--- src/rtl/dsss_pkg.sv ---
// Shared definitions for the despread receive path: default widths,
// decider state encoding and the correlation metric width helper.
package dsss_pkg;

  localparam int SUM_W_DEF  = 10;
  localparam int WORD_W_DEF = 8;

  typedef enum logic {
    UNLOCK = 1'b0,
    PACK   = 1'b1
  } dec_state_e;

  // I+Q sum needs one extra bit so it can never wrap
  function automatic int metric_w(input int sum_w);
    return sum_w + 1;
  endfunction

endpackage

--- src/rtl/bit_packer.sv ---
// Packs per-symbol decisions into words (first symbol in bit 0) behind a
// one-deep ready/valid output register with sticky drop detection.
module bit_packer
  import dsss_pkg::*;
#(
  parameter int WORD_W = WORD_W_DEF
) (
  input  logic              clk,
  input  logic              rst_n,
  input  logic              clr,
  input  logic              take,
  input  logic              bit_in,
  input  logic              erase_in,
  input  logic              word_ready,
  input  logic              clr_overflow,
  output logic [WORD_W-1:0] word_data,
  output logic [WORD_W-1:0] word_erase,
  output logic              word_valid,
  output logic              overflow
);

  localparam int IDX_W = (WORD_W > 1) ? $clog2(WORD_W) : 1;
  localparam logic [IDX_W-1:0] IDX_LAST = IDX_W'(WORD_W - 1);

  logic [IDX_W-1:0]  idx;
  logic [WORD_W-1:0] sh_bits;
  logic [WORD_W-1:0] sh_erase;
  logic              complete;
  logic              load;
  logic              drop;

  assign complete = take && (idx == IDX_LAST);
  // accept and reload in the same cycle keeps the stream gap-free
  assign load     = complete && (!word_valid || word_ready);
  assign drop     = complete && !load;

  always_ff @(posedge clk or negedge rst_n) begin
    if (!rst_n) begin
      idx        <= '0;
      sh_bits    <= '0;
      sh_erase   <= '0;
      word_data  <= '0;
      word_erase <= '0;
      word_valid <= 1'b0;
      overflow   <= 1'b0;
    end else begin
      if (clr) begin
        idx      <= '0;
        sh_bits  <= '0;
        sh_erase <= '0;
      end else if (take) begin
        idx      <= complete ? '0 : idx + 1'b1;
        sh_bits  <= {bit_in, sh_bits[WORD_W-1:1]};
        sh_erase <= {erase_in, sh_erase[WORD_W-1:1]};
      end

      if (load) begin
        word_data  <= {bit_in, sh_bits[WORD_W-1:1]};
        word_erase <= {erase_in, sh_erase[WORD_W-1:1]};
        word_valid <= 1'b1;
      end else if (word_valid && word_ready) begin
        word_valid <= 1'b0;
      end

      if (drop)
        overflow <= 1'b1;
      else if (clr_overflow)
        overflow <= 1'b0;
    end
  end

endmodule

--- src/rtl/symbol_decider.sv ---
// Hard decision plus erasure flag per despread symbol, gated by the
// synchroniser lock, feeding the word packer.
//
//   state  | meaning
//   UNLOCK | no lock: symbols ignored, packer held at index 0
//   PACK   | locked: each sum_valid yields a decision and a packed bit
module symbol_decider
  import dsss_pkg::*;
#(
  parameter int SUM_W    = SUM_W_DEF,
  parameter int WORD_W   = WORD_W_DEF,
  parameter int ERASE_TH = 16
) (
  input  logic                    clk,
  input  logic                    rst_n,
  input  logic                    flag,
  input  logic signed [SUM_W-1:0] sum_i,
  input  logic signed [SUM_W-1:0] sum_q,
  input  logic                    sum_valid,
  output logic                    dec_bit,
  output logic                    dec_erase,
  output logic                    dec_valid,
  output logic [WORD_W-1:0]       word_data,
  output logic [WORD_W-1:0]       word_erase,
  output logic                    word_valid,
  input  logic                    word_ready,
  output logic                    overflow,
  input  logic                    clr_overflow
);

  localparam int MW = metric_w(SUM_W);
  localparam logic [MW-1:0] TH = MW'(ERASE_TH);

  dec_state_e            state;
  logic signed [MW-1:0]  metric;
  logic        [MW-1:0]  mag;
  logic                  bit_d;
  logic                  erase_d;
  logic                  take;
  logic                  clr;

  assign metric  = {sum_i[SUM_W-1], sum_i} + {sum_q[SUM_W-1], sum_q};
  assign mag     = metric[MW-1] ? -metric : metric;
  assign bit_d   = !metric[MW-1] && (metric != '0);
  assign erase_d = (ERASE_TH != 0) && (mag < TH);

  // a symbol coinciding with the falling lock is discarded with the partial word
  assign take = (state == PACK) && flag && sum_valid;
  assign clr  = (state == UNLOCK) || !flag;

  always_ff @(posedge clk or negedge rst_n) begin
    if (!rst_n) begin
      state     <= UNLOCK;
      dec_bit   <= 1'b0;
      dec_erase <= 1'b0;
      dec_valid <= 1'b0;
    end else begin
      case (state)
        UNLOCK:  if (flag) state <= PACK;
        PACK:    if (!flag) state <= UNLOCK;
        default: state <= UNLOCK;
      endcase
      dec_valid <= take;
      dec_bit   <= take && bit_d;
      dec_erase <= take && erase_d;
    end
  end

  bit_packer #(.WORD_W(WORD_W)) u_packer (
    .clk          (clk),
    .rst_n        (rst_n),
    .clr          (clr),
    .take         (take),
    .bit_in       (bit_d),
    .erase_in     (erase_d),
    .word_ready   (word_ready),
    .clr_overflow (clr_overflow),
    .word_data    (word_data),
    .word_erase   (word_erase),
    .word_valid   (word_valid),
    .overflow     (overflow)
  );

endmodule

--- config.mk ---
export PLATFORM = sky130hd
export DESIGN_NAME = symbol_decider
export DESIGN_NICKNAME = d
export VERILOG_FILES = /design/src/rtl/dsss_pkg.sv /design/src/rtl/bit_packer.sv /design/src/rtl/symbol_decider.sv
export SDC_FILE = /design/constraint.sdc
export NUM_CORES = 1
export LEC_CHECK = 0
export CORE_ASPECT_RATIO = 0.5
export CORE_MARGIN = 4
export CORE_UTILIZATION = 45
export DETAILED_ROUTE_END_ITERATION = 10
export GPL_TIMING_DRIVEN = 1
export PLACE_DENSITY = 0.79
export RECOVER_POWER = 50
export SYNTH_ARGS = -nofsm -noshare
export SYNTH_HDL_FRONTEND = slang
export SYNTH_SLANG_ARGS = --single-unit
--- constraint.sdc ---
create_clock -name clk -period 1.9 [get_ports clk]
set_input_delay 0.19 -clock clk [delete_from_list [all_inputs] [get_ports clk]]
set_output_delay 0.19 -clock clk [all_outputs]
set_load 0.01 [all_outputs]
# Word level (Yosys, flattened, before mapping)
# Index checks and enable logic that the tools add are counted.
[totals] reg_bits=41 in_bits=26 out_inout_bits=21 word_cells=49
[op_classes] n_addsub=3 n_lt_le_gt_ge=1 eq_ne=1 n_mux=13 n_bitwise=1 reduce_logical=19
[op_table] cell="$mux 8" count=4
[op_table] cell="$add 10x10->11" count=1
[op_table] cell="$lt 11x5->1 const B" count=1
[op_table] cell="$mux 11" count=1
[op_table] cell="$neg 11->11" count=1
[op_table] cell="$reduce_bool 11->1" count=1
[op_table] cell="$logic_and 1x1->1" count=9
[op_table] cell="$mux 3" count=3
[op_table] cell="$reduce_bool 2->1" count=3
[op_table] cell="$mux 1" count=5
[op_table] cell="$logic_not 1->1" count=4
[op_table] cell="$add 3x1->3 const B" count=1
[op_table] cell="$eq 3x3->1 const B" count=1
[op_table] cell="$logic_or 1x1->1" count=2
[op_table] cell="$not 1->1" count=1

# Logic depth before layout (Yosys ltp)
# Gate-level depths: netlist of the first run.
[depth] ltp_word=7 ltp_mapped=10

# Cells and area by module
# A second synthesis of the first run with hierarchy kept.
[unflattened] hier_cells=207 area_unflattened_um2=2322.2
[modules_own_cells] mod="bit_packer" n_inst=1 cells_each=101 area_per_inst_um2=1468.9 seq_area_each_um2=875.8
[modules_own_cells] mod="symbol_decider" n_inst=1 cells_each=106 area_per_inst_um2=853.3 seq_area_each_um2=100.1

# Least setup slack after synthesis of the first run
# Ideal clock, no wire load.
[synth_timing] kind="input port to flip-flop" startpoint="input port sum_i[0]" endpoint="register u_packer.sh_bits[7]" setup_time_ps=118 arrival_ps=2261 path_slack_ps=-479 cell_stages=10 path_cell_list="ha_1 > inv_1 > fa_1 > nor2b_4 > o31ai_1 > xnor2_1 > or3_1 > or2_0 > o311a_1 > a21o_1"
[synth_via] elab_chain_len=5
[synth_lines] item="start: declaration" line="symbol_decider.sv:17" text="input logic signed [SUM_W-1:0] sum_i,"
[synth_lines] item="$add 10x10->11 *" line="symbol_decider.sv:42" text="assign metric = {sum_i[SUM_W-1], sum_i} + {sum_q[SUM_W-1], sum_q};"
[synth_lines] item="$reduce_bool 11->1 / $logic_not 1->1 (equally long branches)" line="symbol_decider.sv:44" text="assign bit_d = !metric[MW-1] && (metric != '0);"
[synth_lines] item="$logic_and 1x1->1 *" line="symbol_decider.sv:44"
[synth_lines] item="$mux 8 *" line="bit_packer.sv:51" text="end else if (take) begin"
[synth_lines] item="$mux 8 *" line="bit_packer.sv:47" text="if (clr) begin"
[synth_lines] item="end signal: assignment" line="bit_packer.sv:53" text="sh_bits <= {bit_in, sh_bits[WORD_W-1:1]};"
[synth_lines] item="end: declaration" line="bit_packer.sv:26" text="logic [WORD_W-1:0] sh_bits;"
# Mark *: on every way between the ends. The rest lies on a longest branch, timed or not. The select of a mux whose other input is x is not followed.
# A chain may end at the register's enable or synchronous reset.

# Final worst setup path of the first run
[layout_timing] startpoint="input port sum_i[0]" endpoint="register u_packer.word_erase[7]"
[layout_via] elab_chain_len=4
[layout_lines] item="$add 10x10->11 *" line="symbol_decider.sv:42"
[layout_lines] item="$neg 11->11" line="symbol_decider.sv:43" text="assign mag = metric[MW-1] ? -metric : metric;"
[layout_lines] item="$mux 11 *" line="symbol_decider.sv:43"
[layout_lines] item="$lt 11x5->1 *" line="symbol_decider.sv:45" text="assign erase_d = (ERASE_TH != 0) && (mag < TH);"
[layout_lines] item="end signal: assignment" line="bit_packer.sv:59" text="word_erase <= {erase_in, sh_erase[WORD_W-1:1]};"
[layout_lines] item="end: declaration" line="bit_packer.sv:17" text="output logic [WORD_W-1:0] word_erase,"
# Mark *: on every way between the ends. The rest lies on a longest branch, timed or not.

==> results of run 1 <==
[power groups by stage]
stage	Clock (mW)	Sequential, mW	Combinational, mW
final	0.520	0.839	0.490
after global routing	0.573	0.839	0.529
after CTS	0.534	0.839	0.446
after detailed placement	0	0.855	0.365
after global placement	0	0.855	0.354
after floorplan	0	0.855	0.188
[cells by family after synthesis]
family          after synthesis  synth area share
buf+inv                      12            0.0264
xor+xnor                      4            0.0176
compound gates               44             0.180
simple gates                 38             0.111
flops                        39             0.490
mux                          16            0.0898
fa+ha+maj                    13            0.0854
[what timing repair did]
item | CTS | global route
resized for setup | 72 | 9
pin swaps | 24 | 8
setup buffers | 9 | 1
endpoints found under the setup margin | 6 | 6
hold endpoints to repair | 0 | 0
[cell usage after synthesis (2+ instances only)]
master / number / area share
nand2_1: 6 / 0.011
o311ai_0: 2 / 0.0088
a22o_1: 14 / 0.062
nor2_1: 9 / 0.017
clkbuf_1: 2 / 0.0038
mux2_2: 15 / 0.085
inv_1: 8 / 0.015
a21oi_1: 3 / 0.0075
and3_1: 2 / 0.0063
o211ai_1: 2 / 0.0075
dfrtp_1: 39 / 0.49
nor3_1: 2 / 0.0050
ha_1: 12 / 0.075
nand2b_1: 3 / 0.0094
o21ai_0: 5 / 0.013
nand3_1: 2 / 0.0050
xnor2_1: 4 / 0.018
[through the flow]
step | setup WS (ns) | cells | setup TNS [ns] | hold slack [ns]
after floorplan | -0.276 | 166 | -1.37 | -0.106
after global placement | -0.907 | 289 | -5.06 | 0.323
after detailed placement | -0.999 | 289 | -5.54 | 0.334
after CTS | -0.129 | 306 | -0.411 | 0.0219
after global routing | -0.277 | 307 | -1.28 | 0.0954
final | -0.218 | 307 | -0.958 | 0.0202
[critical path, cell delays in order]
cell	delay [ns]
buf_6	0.10
ha_4	0.16
buf_6	0.11
a211oi_4	0.29
buf_4	0.17
nor3_4	0.04
buf_6	0.11
o31a_1	0.32
o211ai_1	0.41
nor4b_4	0.10
a31oi_2	0.20
a21oi_1	0.09
[routing by layer]
metal | routed length [µm] | up-vias
met5 | 0 | -
met4 | 57 | 0
met3 | 243 | 7
met2 | 2480 | 46
met1 | 2110 | 808
li1 | - | 795
[final cells by class]
cell class              instances  area share
inverters                       8     0.00979
well taps                      54      0.0220
flip-flops and latches         39       0.318
clock buffers                   7      0.0249
repair buffers                 83       0.235
clock inverters                 1     0.00163
multi-input cells             115       0.388
[flip-flops by register name, indices dropped and copies added, names as in the netlist]
register             count
dec_bit                  1
dec_erase                1
dec_valid                1
state                    1
u_packer.idx             3
u_packer.overflow        1
u_packer.sh_bits         7
u_packer.sh_erase        7
u_packer.word_data       8
u_packer.word_erase      8
u_packer.word_valid      1
[cells in the final DEF, fill, tap and decap left out, types with 2 or more instances in the layout]
cell,instances
buf_2,3
nand2b_1,3
and3_1,2
o21ai_1,4
ha_4,8
buf_4,34
inv_1,6
xnor2_1,4
buf_6,5
ha_1,4
clkbuf_1,3
clkdlybuf4s50_1,28
nor2_1,8
clkbuf_8,5
nand2_1,5
a22o_1,14
dlygate4sd2_1,5
o211ai_1,2
mux2_2,15
dfrtp_1,39
clkdlybuf4s15_1,4
inv_2,2
or2_1,2
a21oi_2,2
[path summary, 6_finish.rpt]
path	to	slack, ns	start
setup reg to reg	u_packer.word_data[4]	0.35	u_packer.idx[0]
max in group asynchronous	u_packer.word_valid	1.32	rst_n
hold / removal	u_packer.word_data[0]	0.02	rst_n
min in group clk	u_packer.overflow	0.49	clr_overflow
hold reg to reg	u_packer.sh_bits[1]	0.51	u_packer.sh_bits[1]
setup / recovery	u_packer.word_erase[7]	-0.22	sum_i[0]
==> flow_summary.json, run 1 <==
{
  "grt_pass1_wl_um": 7850,
  "violations": "negative setup slack",
  "stdcell_area_um2": 3070,
  "met1_usage": 0.214,
  "p_switching_mw": 0.494,
  "antenna_cells": 0,
  "drive_above_1_share": 0.395,
  "required_ns": 2.08,
  "rows": 16,
  "antenna_found_initial": 0,
  "yosys.cell_types.count": 53,
  "vias": 1656,
  "gp_congestion": 0.855,
  "cp-start-kind": "primary input",
  "coreArea_um2": 4080,
  "design_power_total_mw": 1.85,
  "drcViolationCount": 0,
  "root_buffer": "clkbuf_8",
  "power.density_nw_per_um2": 603,
  "slew_headroom": 0.393,
  "numCtsBuffers": 5,
  "start_util": 0.488,
  "timing.fmax_ghz": 0.472,
  "place_area_um2": 2720,
  "cts_tree": "done",
  "async_reset_ff_frac": 1.00,
  "p_leak_nw": 1.41,
  "p_comb_frac": 0.265,
  "slew_violations": 0,
  "grt_pass1_vias": 1723,
  "groute.usage.overall": 0.186,
  "rsz0062_at_grt": "yes",
  "peakVddDrop_v": 0.000303,
  "multiInputGateArea_um2": 1190,
  "globalRoute.busiestLayer": "met2",
  "clk_pin_slew_ns": 0.07,
  "use_met3": 0.0488,
  "routedWlPerCell_um": 15.9,
  "holdBufCountCts": 0,
  "crit_arrival_ns": 2.30,
  "finalCritPeriodShare": 1.11,
  "synth-seq-cells": 39,
  "drtIter0Drc": 69,
  "routed_wl_um": 4900,
  "synth_area_per_cell_um2": 12.0,
  "fin_ws_ns": -0.218,
  "hpwl_um": 3240,
  "synth_warnings": 0,
  "overflow": 0,
  "clock_latency_ns": 0.29,
  "period_minus_slack_ns": 2.12,
  "hold_viol_final": 0,
  "worstRegToRegCells": 5,
  "fillers": 274,
  "dieArea_um2": 5620,
  "ios": 47,
  "via_per_inst": 5.39,
  "seqCellArea_um2": 976,
  "switching_share": 0.267,
  "nets": 291,
  "synth_edf_count": 0,
  "seqPwrFrac": 0.454,
  "intPower_mw": 1.36,
  "grt_util_met2": 0.347,
  "worst_pin_slew_ns": 0.910,
  "worstHoldPathType": "in -> async",
  "cts.sinks": 39,
  "htreeDepth": 2,
  "netlist_area_um2": 1990,
  "p_clk_frac": 0.281,
  "grt_max_degree": 40,
  "outcome": "complete, but fails checks",
  "finalSetupViolCount": 6,
  "die_y_um": 55.0,
  "drt_first_pass_iters": 4,
  "cts.path.max_buffers": 2,
  "io_buffers": 46,
  "synthCells": 166,
  "critPathKind": "in -> reg",
  "synth_nets": 205,
  "antenna_left": 0,
  "fin_skew_ns": 0.00493,
  "die_width_um": 102,
  "drv_cap": 0,
  "area_growth_pct": 54.0,
  "end_kind": "flip-flop",
  "crit_fanout": 3,
  "synthFlopType": "dfrtp_1",
  "ys_seq_area_frac": 0.490,
  "fin_util": 0.751
}
Note: power is estimated with default switching activity, not from simulation.
==> run 2, diff against run 1 <==
Settings changed: SLEW_MARGIN set to 20.
==> results of run 2 <==
Same layout as run 1: the final DEF is identical, and so are final timing and power.
